## config.mk

```make
export PLATFORM = sky130hd
export DESIGN_NAME = sid_voice_multi
export DESIGN_NICKNAME = d
export VERILOG_FILES = /design/src/rtl/sid_voice_multi.sv
export SDC_FILE = /design/constraint.sdc
export NUM_CORES = 1
export LEC_CHECK = 0
export ABC_AREA = 1
export CAP_MARGIN = 20
export CORE_MARGIN = 1
export CORE_UTILIZATION = 53
export CTS_BUF_LIST = sky130_fd_sc_hd__clkbuf_8
export CTS_CLUSTER_DIAMETER = 60
export DETAILED_ROUTE_END_ITERATION = 8
export GPL_TIMING_DRIVEN = 0
export PLACE_DENSITY = 0.76
export SYNTH_ARGS = -nofsm -noshare
export SYNTH_HDL_FRONTEND = slang
export SYNTH_SLANG_ARGS = --single-unit
```

## constraint.sdc

```tcl
create_clock -name clock -period 6.9 [get_ports clock]
set_input_delay 1.035 -clock clock [delete_from_list [all_inputs] [get_ports clock]]
set_output_delay 1.035 -clock clock [all_outputs]
set_load 0.05 [all_outputs]
```

## src/rtl/sid_voice_multi.sv

```systemverilog
// SID voice with master plus detuned companion phase accumulators, classic waveforms, supersaw and DCA.
// Define SID_NOISE_WRITEBACK_EN to model the 8580 noise LFSR lock-up when noise is combined with other waves.
module sid_voice_multi #(
    parameter int ACC_W   = 24,
    parameter int WAVE_W  = 12,
    parameter int NUM_OSC = 4
) (
    input  logic                     clock,
    input  logic                     reset,
    input  logic                     ce_1m,
    input  logic [15:0]              freq,
    input  logic [11:0]              pw,
    input  logic [7:0]               control,
    input  logic [7:0]               detune,
    input  logic [7:0]               envelope,
    input  logic                     osc_msb_in,
    output logic                     osc_msb_out,
    output logic [WAVE_W-1:0]        wave_out,
    output logic signed [WAVE_W-1:0] signal_out,
    output logic [7:0]               osc_out,
    output logic                     sum_overrun
);

    localparam int LOG_OSC = (NUM_OSC > 1) ? $clog2(NUM_OSC) : 0;
    localparam int IDX_W   = (NUM_OSC > 1) ? LOG_OSC : 1;
    localparam int SUM_W   = WAVE_W + LOG_OSC;

    localparam logic [1:0] ST_IDLE = 2'd0;
    localparam logic [1:0] ST_SUM  = 2'd1;
    localparam logic [1:0] ST_DONE = 2'd2;

    logic [ACC_W-1:0]         acc_q [NUM_OSC];
    logic [ACC_W-1:0]         acc_d [NUM_OSC];
    logic                     msb_in_q, msb_in_d;
    logic                     osc_edge_q, osc_edge_d;
    logic [22:0]              lfsr_q, lfsr_d;
    logic [1:0]               state_q, state_d;
    logic [IDX_W-1:0]         idx_q, idx_d;
    logic [SUM_W-1:0]         sum_q, sum_d;
    logic [WAVE_W-1:0]        wave_out_q, wave_out_d;
    logic signed [WAVE_W-1:0] signal_q, signal_d;
    logic                     sum_overrun_q, sum_overrun_d;

    logic                     test_bit, sync_load, edge_bit;
    logic [22:0]              lfsr_src;
    logic [WAVE_W-1:0]        saw_w, tri_w, pul_w, noi_w, ss_w, sel_w;
    logic                     tri_msb;
    logic [7:0]               noise_taps;
    logic [WAVE_W+7:0]        prod;
    logic                     gate_unused;

    assign gate_unused = control[0];
    assign test_bit    = control[3];
    // Hard sync fires on a 1->0 transition of the neighbour MSB between strobes.
    assign sync_load   = test_bit | (control[1] & msb_in_q & ~osc_msb_in);

    always_comb begin
        for (int k = 0; k < NUM_OSC; k++) begin
            acc_d[k] = acc_q[k];
            if (ce_1m) begin
                if (sync_load) acc_d[k] = '1;
                else acc_d[k] = acc_q[k] + ACC_W'(freq) + ACC_W'(k * int'(detune));
            end
        end
        msb_in_d = ce_1m ? osc_msb_in : msb_in_q;
    end

    // LFSR clocks on the rising edge of the post-update master bit ACC_W-5.
    assign edge_bit = acc_d[0][ACC_W-5];

    always_comb begin
        lfsr_src = lfsr_q;
`ifdef SID_NOISE_WRITEBACK_EN
        if (control[7] && (control[6:4] != 3'b000)) begin
            lfsr_src[20] = lfsr_q[20] & wave_out_q[WAVE_W-1];
            lfsr_src[18] = lfsr_q[18] & wave_out_q[WAVE_W-2];
            lfsr_src[14] = lfsr_q[14] & wave_out_q[WAVE_W-3];
            lfsr_src[11] = lfsr_q[11] & wave_out_q[WAVE_W-4];
            lfsr_src[9]  = lfsr_q[9]  & wave_out_q[WAVE_W-5];
            lfsr_src[5]  = lfsr_q[5]  & wave_out_q[WAVE_W-6];
            lfsr_src[2]  = lfsr_q[2]  & wave_out_q[WAVE_W-7];
            lfsr_src[0]  = lfsr_q[0]  & wave_out_q[WAVE_W-8];
        end
`endif
        lfsr_d     = lfsr_q;
        osc_edge_d = osc_edge_q;
        if (ce_1m) begin
            osc_edge_d = edge_bit;
            if (edge_bit && !osc_edge_q)
                lfsr_d = {lfsr_src[21:0], lfsr_src[22] ^ lfsr_src[17] ^ test_bit};
        end
    end

    always_comb begin
        saw_w      = acc_q[0][ACC_W-1 -: WAVE_W];
        tri_msb    = acc_q[0][ACC_W-1] ^ (control[2] & osc_msb_in);
        tri_w      = {{(WAVE_W-1){tri_msb}} ^ acc_q[0][ACC_W-2 -: WAVE_W-1], 1'b0};
        pul_w      = (test_bit || (acc_q[0][ACC_W-1 -: 12] >= pw)) ? '1 : '0;
        noise_taps = {lfsr_q[20], lfsr_q[18], lfsr_q[14], lfsr_q[11],
                      lfsr_q[9], lfsr_q[5], lfsr_q[2], lfsr_q[0]};
        noi_w      = WAVE_W'(noise_taps) << (WAVE_W - 8);
        ss_w       = WAVE_W'(sum_q >> LOG_OSC);
        case (control[7:4])
            4'b0001: sel_w = tri_w;
            4'b0010: sel_w = saw_w;
            4'b0100: sel_w = pul_w;
            4'b1000: sel_w = noi_w;
            4'b1010: sel_w = ss_w;
            4'b0011: sel_w = tri_w & saw_w;
            4'b0101: sel_w = tri_w & pul_w;
            4'b0110: sel_w = saw_w & pul_w;
            4'b0111: sel_w = tri_w & saw_w & pul_w;
            default: sel_w = '0;
        endcase
    end

    // Supersaw sequencer: one accumulator per clock, then a single DONE clock that latches the output.
    always_comb begin
        state_d       = state_q;
        idx_d         = idx_q;
        sum_d         = sum_q;
        wave_out_d    = wave_out_q;
        sum_overrun_d = 1'b0;
        case (state_q)
            ST_IDLE: begin
                if (ce_1m) begin
                    state_d = ST_SUM;
                    idx_d   = '0;
                    sum_d   = '0;
                end
            end
            ST_SUM, ST_DONE: begin
                if (ce_1m) begin
                    sum_overrun_d = 1'b1;
                    state_d       = ST_SUM;
                    idx_d         = '0;
                    sum_d         = '0;
                end else if (state_q == ST_SUM) begin
                    sum_d = sum_q + SUM_W'(acc_q[idx_q][ACC_W-1 -: WAVE_W]);
                    if (idx_q == IDX_W'(NUM_OSC - 1)) state_d = ST_DONE;
                    else idx_d = idx_q + 1'b1;
                end else begin
                    wave_out_d = sel_w;
                    state_d    = ST_IDLE;
                end
            end
            default: state_d = ST_IDLE;
        endcase
    end

    assign prod     = (WAVE_W+8)'(wave_out_q) * (WAVE_W+8)'(envelope);
    assign signal_d = signed'(WAVE_W'(prod >> 8));

    always_ff @(posedge clock) begin
        if (reset) begin
            for (int k = 0; k < NUM_OSC; k++) acc_q[k] <= '1;
            msb_in_q      <= 1'b0;
            osc_edge_q    <= 1'b0;
            lfsr_q        <= 23'h1;
            state_q       <= ST_IDLE;
            idx_q         <= '0;
            sum_q         <= '0;
            wave_out_q    <= '0;
            signal_q      <= '0;
            sum_overrun_q <= 1'b0;
        end else begin
            for (int k = 0; k < NUM_OSC; k++) acc_q[k] <= acc_d[k];
            msb_in_q      <= msb_in_d;
            osc_edge_q    <= osc_edge_d;
            lfsr_q        <= lfsr_d;
            state_q       <= state_d;
            idx_q         <= idx_d;
            sum_q         <= sum_d;
            wave_out_q    <= wave_out_d;
            signal_q      <= signal_d;
            sum_overrun_q <= sum_overrun_d;
        end
    end

    assign osc_msb_out = acc_q[0][ACC_W-1];
    assign wave_out    = wave_out_q;
    assign signal_out  = signal_q;
    assign osc_out     = wave_out_q[WAVE_W-1 -: 8];
    assign sum_overrun = sum_overrun_q;

endmodule

```

## Word level (Yosys, flattened, before mapping)

Memory sizes are Yosys's and may differ from the RTL's. A register that Yosys moved wholly into a read port is not among the register bits.
Index checks and enable logic that the tools add are counted.
Widths: inputs -> output; s select.

- Add/subtract/negate cells: 9
- Multipliers: 2
- Divide/modulo/power cells: 0
- Magnitude comparators: 1
- Eq/ne operators: 16
- Shift-type cells: 0
- Mux-type cells: 34
- Bitwise operators: 20
- Reduce and logical (&&, ||, !) cells: 12

Operator list:

| operator | count |
|---|---|
| $mux 24 | 12 |
| $pmux 12 s9 | 1 |
| $add 24x16->24 | 4 |
| $and 12x12->12 | 4 |
| $mux 14 | 3 |
| $pmux 14 s2 | 1 |
| $add 24x10->24 | 1 |
| $add 24x8->24 | 1 |
| $add 24x9->24 | 1 |
| $mul 12x8->20 | 1 |
| $mux 2 | 10 |
| $eq 4x3->1 const B | 4 |
| $add 14x12->14 | 1 |
| $ge 12x12->1 | 1 |
| $mux 12 | 1 |
| $xor 11x11->11 | 1 |
| $mul 2x8->10 const A | 1 |
| $eq 4x2->1 const B | 2 |
| $eq 4x4->1 const B | 2 |
| $pmux 2 s2 | 2 |
| $ne 3x3->1 const B | 2 |
| $reduce_and 3->1 | 2 |
| $or 1x1->1 | 5 |
| $eq 2x2->1 const B | 2 |
| other kinds (17) | 29 |

- Flip-flop bits (word level): 68
- Latch bits: 0
- RAM bits: 96
- ROM bits: 0
- Input bits: 56
- Output and inout bits: 34
- Logic and storage cells: 104
- Memories kept: 1

Memories:

| memory | depth | bits a word | read ports | clocked after memory_dff | write ports | RTL line | RTL |
|---|---|---|---|---|---|---|---|
| acc_q | 4 | 24 | 5 | 1 | 4 | 32 | `logic [ACC_W-1:0] acc_q [NUM_OSC];` |

## Logic depth before layout (Yosys ltp)

Gate-level depths: netlist of the first run.

- Word-level depth: 7
- Mapped depth: 24
- Depth with buffers taken out: 23

## Worst setup path after synthesis of the first run

OpenSTA, ideal clock, no wires.

- Kind: input to register
- Start: input envelope[2]
- End: register signal_q[11], in the netlist signal_out[11]
- Library setup time: 0.115 ns
- Arrival: 4.691 ns
- Required time: 6.785 ns
- Slack: 2.094 ns
- Stages on the path: 20
- Buffers on the path: 1
- Cell sequence: clkbuf_1 nand2_1 fa_1 fa_1 inv_1 fa_1 inv_1 fa_1 inv_1 ha_1 nand2_1 o21a_1 nand2_1 nand2_1 nand2_1 nand2_1 nand2_1 nand3_1 a21oi_1 nor2_1

- Word-level cells in the longest chain between the ends: 1

RTL lines:

| element | RTL line | RTL |
|---|---|---|
| from (decl) | 15 | `input logic [7:0] envelope,` |
| $mul 12x8->20 | 151 | `assign prod = (WAVE_W+8)'(wave_out_q) * (WAVE_W+8)'(envelope);` |
| to (signal assigned) | 175 | `signal_q <= signal_d;` |
| to (decl) | 41 | `logic signed [WAVE_W-1:0] signal_q, signal_d;` |

No other way between the ends.
A chain may end at the register's enable or synchronous reset.

## Final worst setup path of the first run

- Start: input envelope[3]
- End: register signal_q[11], in the netlist signal_out[11]

Same word-level chain as after synthesis.

==> impl_metrics.ini, run 1 <==
[outcome]
status = complete, no violations

[clocking]
cts_hold_buf = 0
post-cts-setup-buffer-count = 0
cts_sinks = 166
worstSkewPairLatency_ns = 0.50
cts_buffers = 17
htreeDepth = 4
clk_pin_slew_worst_paths_ns = 0.11
cts_root_buf = clkbuf_8
cts_tree = built
cts-resized-gates = 0
cts_buffer_depth = 2

[drt]
antenna_left = 0
wl_per_cell_um = 16.4
drc = 0
vias = 15300
drt_iter0_markers = 1400
wirelength_um = 45000
viasPerCell = 5.57
dr.pass1.iters = 6

[logic_synthesis]
ys.flop_type = dfxtp_1
synth_common_cells = nand2_1, inv_1, a21oi_1
synth_fp_nets = 2547
syn_area_um2 = 15600
yosys_warnings = 0
async_reset_ff_share_pct = 0
synth_seq_cells = 166
yosysMostFrequentCell = nand2_1
synthDistinctLibCells = 50
syn_area_per_cell_um2 = 6.94
ys_seq_area_share_pct = 21.4
yosys.area.top_type_share_pct = 21.4
synth_edf_count = 0
synth_top_area_cell = dfxtp_1
postSynthCellCount = 2241
synthTopCellsByArea = dfxtp_1, nand2_1, ha_1

[timing]
setup_viol_count_final = 0
setup_ws_ns = 1.34
setup_tns_ns = 0
slew_headroom_pct = 37.1
tightest_slew_ns = 0.936
hold_slack_ns = 0.468
fmax_mhz = 180
hold_viol_final = 0
min_period_ns = 5.56
rsz0062_at_grt = false
period_share_pct = 80.6
slew_viol_final = 0
skew_ns = 0.0186

[worst_setup_path]
worst_setup_path_start_kind = primary input
required_ns = 7.31
path_class = primary input to register
critical_path_peak_fanout = 10
endpoint_kind = register
worstPathArrival_ns = 5.97

[place]
dp_slack_ns = 0.856
place.gp.congestion = 0.988
dp_cells = 2711
hpwl_um = 35300
numPortBuffers = 86
postPlaceCellArea_um2 = 16900

[floorplanning]
io_pins = 90
dieArea_um2 = 30000
initial_core_util_pct = 54.1
die_h_um = 173
rows = 62
die_x_um = 173
coreArea_um2 = 28800

[power_and_ir_drop]
power_mw = 4.02
p_sw_mw = 1.87
power_density_nw_per_um2 = 233
intPower_mw = 2.15
seqPwrFrac_pct = 29.4
pwr-share-comb_pct = 52.4
swShare_pct = 46.4
p_leak_nw = 8.77
pwr-share-clk_pct = 18.2
ir_drop_mv = 0.158

[grt]
grt_pass1_wl_um = 73300
grt_max_degree = 17
antenna_found_initial = 0
overflow = 0
first_global_vias = 14700
grt_usage_pct = 30.4

[layout]
nets = 2652
fin_area_um2 = 17300
instances_no_fill = 2743
diodes = 0
drive_gt1_share_pct = 3.82
area_growth_pct = 11.1
fillers = 2680
utilization_pct = 60.1

[min_path]
hold_class = register to register

[flow_run]
maxCapViolations = 0
-- worst max-delay path: stages --
cell and delay [ns]:
clkdlybuf4s50_1 0.60, clkbuf_1 0.44, nand2_1 0.17, fa_1 0.52
fa_1 0.54, inv_1 0.05, fa_1 0.47, inv_1 0.05
fa_1 0.48, inv_1 0.05, ha_1 0.28, nand2_1 0.07
o21a_1 0.19, nand2_1 0.23, nand2_1 0.09, nand2_1 0.16
nand2_1 0.07, nand2_1 0.14, nand3_1 0.12, a21oi_1 0.15
nor2_1 0.07
-- cell families after synthesis --
group	share of synthesized area, %
compound gates	15.4
xor+xnor	3.27
fa+ha+maj	24.7
buf+inv	10.9
flops	21.4
simple gates	24.3
-- metal layers --
layer / track usage, % / vias up / part of all wire, %
met5: 0 / - / 0
met3: 4.89 / 77 / 8.3
li1: - / 7447 / -
met2: 49.1 / 616 / 45
met4: 11.0 / 0 / 2.7
met1: 41.0 / 7148 / 44
-- worst paths after layout --
path                             startpoint                         to  slack, ns  cells past startpoint
hold reg to reg   acc_q[1][22]$_SDFFE_PP1P_  acc_q[1][22]$_SDFFE_PP1P_       0.47                      2
setup / recovery                envelope[3]  signal_out[11]$_SDFF_PP0_       1.34                     21
setup reg to reg   wave_out[5]$_SDFFE_PP0P_  signal_out[11]$_SDFF_PP0_       2.10                     20
hold / removal    acc_q[1][22]$_SDFFE_PP1P_  acc_q[1][22]$_SDFFE_PP1P_       0.47                      2
-- sequential cells by signal, indices dropped and copies added, names as in the netlist, named ones only --
| register | count |
|---|---|
| osc_edge_q | 1 |
| state_q | 2 |
| sum_q | 14 |
| wave_out | 12 |
| signal_out | 12 |
| idx_q | 2 |
| msb_in_q | 1 |
| lfsr_q | 23 |
| acc_q | 96 |
| sum_overrun | 1 |
-- area by class of cell --
| type | instances | area [um2] | share of cell area [%] |
|---|---|---|---|
| tap | 384 | 480 | 2.78 |
| inverter | 326 | 1220 | 7.08 |
| sequential | 166 | 3320 | 19.2 |
| clock inverter | 14 | 140 | 0.811 |
| multi-input combinational | 1650 | 10500 | 60.9 |
| timing repair buffer | 86 | 861 | 4.98 |
| clock buffer | 18 | 248 | 1.43 |
| buffer | 99 | 477 | 2.76 |
-- cells in the final DEF, fill, tap and decap left out, types with 18 or more instances in the layout --
| master | n |
|---|---|
| a21oi_1 | 218 |
| clkbuf_1 | 63 |
| clkbuf_8 | 18 |
| clkdlybuf4s50_1 | 86 |
| dfxtp_1 | 166 |
| fa_1 | 96 |
| ha_1 | 154 |
| inv_1 | 319 |
| nand2_1 | 531 |
| nand3_1 | 130 |
| nand4_1 | 21 |
| nor2_1 | 163 |
| nor3_1 | 19 |
| o21ai_0 | 133 |
| xor2_1 | 50 |
-- power groups by stage --
stage | clock, mW | combinational (mW) | sequential [mW]
2_1_floorplan | 0 | 1.50 | 1.23
3_3_place_gp | 0 | 2.01 | 1.19
3_5_place_dp | 0 | 2.06 | 1.20
4_1_cts | 0.741 | 2.08 | 1.18
5_1_grt | 0.780 | 2.37 | 1.20
6_report | 0.733 | 2.11 | 1.18
Note: power is estimated with default switching activity, not from simulation.
==> inputs of run 2 (changes only) <==
- clock period: 6.9 -> 5.5 ns (I/O delays scaled with it)
==> impl_metrics.ini, run 2 (synthesis results as in run 1) <==
[power_and_ir_drop]
seqPwrFrac_pct = 29.4
p_leak_nw = 8.77
pwr-share-clk_pct = 18.2
p_sw_mw = 2.34
ir_drop_mv = 0.198
intPower_mw = 2.70
swShare_pct = 46.4
power_density_nw_per_um2 = 292
pwr-share-comb_pct = 52.4

[layout]
utilization_pct = 60.0
regMostFlops = acc_q
fillers = 2681
final_cell_mix = nand2_1, inv_1, a21oi_1
diodes = 0
area_growth_pct = 11.1
largest_reg_flops = 96
drive_gt1_share_pct = 3.82
reg.largest.list = acc_q (96), lfsr_q (23), sum_q (14)
final_common_cell = nand2_1
nets = 2650

[drt]
viasPerCell = 5.57
dr.pass1.iters = 8
antenna_left = 0
drt_iter0_markers = 1492
wl_per_cell_um = 16.4
drc = 0
vias = 15300
wirelength_um = 45000

[timing]
fmax_mhz = 190
setup_ws_ns = 0.248
rsz0062_at_grt = false
setup_tns_ns = 0
setup_viol_count_final = 0
tightest_slew_ns = 0.914
hold_viol_final = 0
period_share_pct = 95.5
skew_ns = 0.0191
slew_viol_final = 0
min_period_ns = 5.25
slew_headroom_pct = 38.5

[worst_setup_path]
reg2reg_depth = 20
r2r_setup_slack_ns = 0.72
path_class = primary input to register
required_ns = 5.91
reg2reg_from = wave_out[5]$_SDFFE_PP0P_
worst_setup_path_start_kind = primary input
r2r_end = signal_out[11]$_SDFF_PP0_
critical_path_peak_fanout = 10
worstPathArrival_ns = 5.66
endpoint_kind = register

[grt]
first_global_vias = 14700
overflow = 0
grt_max_degree = 17
grt_usage_pct = 30.4
grt_pass1_wl_um = 73300
antenna_found_initial = 0

[place]
hpwl_um = 35300
place.gp.congestion = 0.988
dp_slack_ns = -0.334
numPortBuffers = 86

[clocking]
cts_buffers = 17
htreeDepth = 4
cts_buffer_depth = 2
cts_root_buf = clkbuf_8
cts_sinks = 166
worstSkewPairLatency_ns = 0.50
cts_hold_buf = 0
clk_pin_slew_worst_paths_ns = 0.11
cts_tree = built

[min_path]
hold_class = register to register
holdPathEnd = acc_q[1][22]$_SDFFE_PP1P_
timing.hold.worst.start = acc_q[1][22]$_SDFFE_PP1P_
holdPathStages = 2

[floorplanning]
coreArea_um2 = 28800
rows = 62
initial_core_util_pct = 54.1
io_pins = 90
die_x_um = 173
dieArea_um2 = 30000
die_h_um = 173

[flow_run]
maxCapViolations = 0

[outcome]
status = complete, no violations
[run 2: cell types whose count changed in the layout (fill, tap and decap cells not counted), sizes merged]
cell and delta:
clkbuf -2
[run 2: how the worst max path moves through the flow]
stage          depth (start not counted)                   endpoint         from
2_1_floorplan                         20  signal_out[11]$_SDFF_PP0_  envelope[2]
3_3_place_gp                          21  signal_out[11]$_SDFF_PP0_  envelope[3]
3_5_place_dp                          21  signal_out[11]$_SDFF_PP0_  envelope[3]
4_1_cts                               21  signal_out[11]$_SDFF_PP0_  envelope[3]
5_1_grt                               22  signal_out[11]$_SDFF_PP0_  envelope[4]
6_report                              21  signal_out[11]$_SDFF_PP0_  envelope[4]
[run 2: metal layers]
layer | GRT usage (%) | routed length [um]
met4 | 11.0 | 1210
met1 | 41.0 | 20000
met5 | 0 | 0
met3 | 4.89 | 3550
met2 | 49.1 | 20200
[run 2: critical path, stage by stage]
cell             delay [ns]
clkdlybuf4s50_1        0.56
clkbuf_1               0.42
nand2_1                0.15
fa_1                   0.49
fa_1                   0.54
inv_1                  0.05
fa_1                   0.47
inv_1                  0.05
fa_1                   0.48
inv_1                  0.05
ha_1                   0.28
nand2_1                0.07
o21a_1                 0.19
nand2_1                0.23
nand2_1                0.09
nand2_1                0.16
nand2_1                0.07
nand2_1                0.14
nand3_1                0.12
a21oi_1                0.15
nor2_1                 0.07
[run 2: cell type report]
type / count / area [um2] / share of cell area [%]
timing repair buffer: 86 / 861 / 4.98
inverter: 326 / 1220 / 7.08
buffer: 97 / 469 / 2.72
clock inverter: 14 / 140 / 0.811
tap: 384 / 480 / 2.78
sequential: 166 / 3320 / 19.2
clock buffer: 18 / 248 / 1.43
multi-input combinational: 1650 / 10500 / 61.0
[run 2: timing repair]
action / in CTS / in global routing
buffers inserted: 0 / 0
resized for setup: 0 / 0
setup endpoints to repair: 0 / 1
[run 2: power by group through the flow]
stage	Clock [mW]	Combinational [mW]	Sequential, mW
2_1_floorplan	0	1.88	1.54
3_3_place_gp	0	2.52	1.50
3_5_place_dp	0	2.59	1.51
4_1_cts	0.930	2.60	1.48
5_1_grt	0.978	2.98	1.50
6_report	0.918	2.64	1.48
[run 2: through the flow]
stage	total power [mW]	instances	hold WS, ns	instance area, um2
3_5_place_dp	4.09	2711	0.446	16900
6_report	5.04	2741	0.468	17300
4_1_cts	5.01	2743	0.471	17300
5_1_grt	5.46	2741	0.504	17300
3_3_place_gp	4.02	2711	0.440	16900
2_1_floorplan	3.42	2241	0.428	15600
==> inputs of run 3 (changes only) <==
- CORE_MARGIN: 1 -> 8
- REMOVE_ABC_BUFFERS: unset -> 1
==> impl_metrics.ini, run 3 (synthesis results as in run 1) <==
[drt]
antenna_left = 0
drc = 0
viasPerCell = 5.43
dr.pass1.iters = 7
drt_iter0_markers = 1137
vias = 14400
wl_per_cell_um = 14.8
wirelength_um = 39200

[timing]
slew_viol_final = 0
fmax_mhz = 194
tightest_slew_ns = 0.961
hold_viol_final = 0
setup_tns_ns = 0
skew_ns = 0.0190
period_share_pct = 93.9
hold_slack_ns = 0.471
slew_headroom_pct = 35.7
min_period_ns = 5.16
setup_viol_count_final = 0
rsz0062_at_grt = false

[grt]
grt_usage_pct = 22.4
overflow = 0
first_global_vias = 14000
antenna_found_initial = 0
grt_pass1_wl_um = 66700
met2_usage_pct = 37.6
use_met1_pct = 29.2
grt_max_degree = 86
grt_busiest_layer = met2
use_met3_pct = 3.28

[worst_setup_path]
cp-startpoint = envelope[2]
critPathSlowestCell = clkdlybuf4s50_1
worst_setup_path_start_kind = primary input
reg2reg_from = wave_out[5]$_SDFFE_PP0P_
r2r_setup_slack_ns = 0.93
required_ns = 5.89
r2r_end = signal_out[11]$_SDFF_PP0_
crit_chain = clkdlybuf4s50_1 -> nand2_1 -> fa_1 -> fa_1 -> inv_1 -> fa_1 -> inv_1 -> fa_1 -> inv_1 -> ha_1 -> nand2_1 -> o21a_1 -> nand2_1 -> nand2_1 -> nand2_1 -> nand2_1 -> nand2_1 -> nand3_1 -> a21oi_1 -> nor2_1
crit_top_cell = nand2_1
worstSetupEndpoint = signal_out[11]$_SDFF_PP0_
path_class = primary input to register
critical_path_peak_fanout = 12
reg2reg_depth = 19
max_stage_delay_ns = 0.85
worstPathArrival_ns = 5.55
endpoint_kind = register

[layout]
multiInputGateArea_um2 = 10500
final_common_cell = nand2_1
area_growth_pct = 8.83
largest_reg_flops = 96
fin_area_um2 = 16900
final_cell_mix = nand2_1, inv_1, a21oi_1
regMostFlops = acc_q
reg.largest.list = acc_q (96), lfsr_q (23), sum_q (14)
utilization_pct = 58.8
instances_no_fill = 2651
diodes = 0
fillers = 2738
drive_gt1_share_pct = 3.13
regArea_um2 = 3320
nets = 2560

[clocking]
worstSkewPairLatency_ns = 0.48
cts-resized-gates = 0
cts_buffer_depth = 2
htreeDepth = 4
cts_hold_buf = 0
cts_buffers = 17
post-cts-setup-buffer-count = 0
cts_tree = built
clk_pin_slew_worst_paths_ns = 0.11
cts_sinks = 166
cts_root_buf = clkbuf_8

[floorplanning]
initial_core_util_pct = 54.1
coreArea_um2 = 28800
die_h_um = 187
dieArea_um2 = 35100
die_x_um = 187
rows = 62
io_pins = 90

[min_path]
hold_class = register to register
timing.hold.worst.start = acc_q[1][22]$_SDFFE_PP1P_
holdPathStages = 2

[outcome]
status = complete, no violations

[power_and_ir_drop]
ir_drop_mv = 0.150
p_leak_nw = 8.61
power_density_nw_per_um2 = 287

[place]
numPortBuffers = 88
hpwl_um = 30100
postPlaceCellArea_um2 = 16600
dp_cells = 2619
place.gp.congestion = 0.912

[flow_run]
maxCapViolations = 0
## run 3: cell types whose count changed in the layout (fill, tap and decap cells not counted), sizes merged
| cell | before | now |
|---|---|---|
| clkbuf | 81 | 18 |
| buf | 34 | 7 |
| bufinv | 1 | 0 |
| inv | 332 | 333 |
## run 3: report_power, final
group	leakage (nW)	switching (mW)	internal (mW)
sequential	1.37	0.167	1.36
combinational	7.06	1.56	0.932
clock	0.182	0.520	0.336
total	8.61	2.24	2.62
## run 3: final cells by class
| cell class | instances | area share (%) |
|---|---|---|
| inverters | 326 | 7.24 |
| clock buffers | 18 | 1.46 |
| well taps | 384 | 2.84 |
| multi-input cells | 1650 | 62.2 |
| flip-flops and latches | 166 | 19.6 |
| repair buffers | 93 | 5.93 |
| clock inverters | 14 | 0.687 |
## run 3: worst min-delay path by stage
stage	end
detailed placement	acc_q[1][22]$_SDFFE_PP1P_
floorplan	acc_q[1][21]$_SDFFE_PP1P_
global route	lfsr_q[9]$_SDFFE_PP0P_
CTS	acc_q[1][22]$_SDFFE_PP1P_
finish	acc_q[1][22]$_SDFFE_PP1P_
global placement	acc_q[1][22]$_SDFFE_PP1P_
## run 3: critical path, delay by kind of cell
kind / cells / cell delay, ns
AO/OA/AOI/OAI: 2 / 0.33
buffers and inverters: 4 / 1.00
AND/OR/NAND/NOR: 9 / 1.05
adder cells (fa/ha/maj): 5 / 2.35
## run 3: metrics by stage
| step | total power [mW] | setup slack (ns) |
|---|---|---|
| 6_report | 4.87 | 0.335 |
| 5_1_grt | 5.30 | 0.0537 |
| 4_1_cts | 4.86 | 0.379 |
| 3_5_place_dp | 4.00 | -0.162 |
| 3_3_place_gp | 3.92 | -3.23 |
| 2_1_floorplan | 3.35 | 0.821 |
## run 3: metal layers
metal	vias up	routed length, um
met4	0	693
met1	6702	18100
met3	55	2150
met2	393	18300
li1	7249	-
met5	-	0
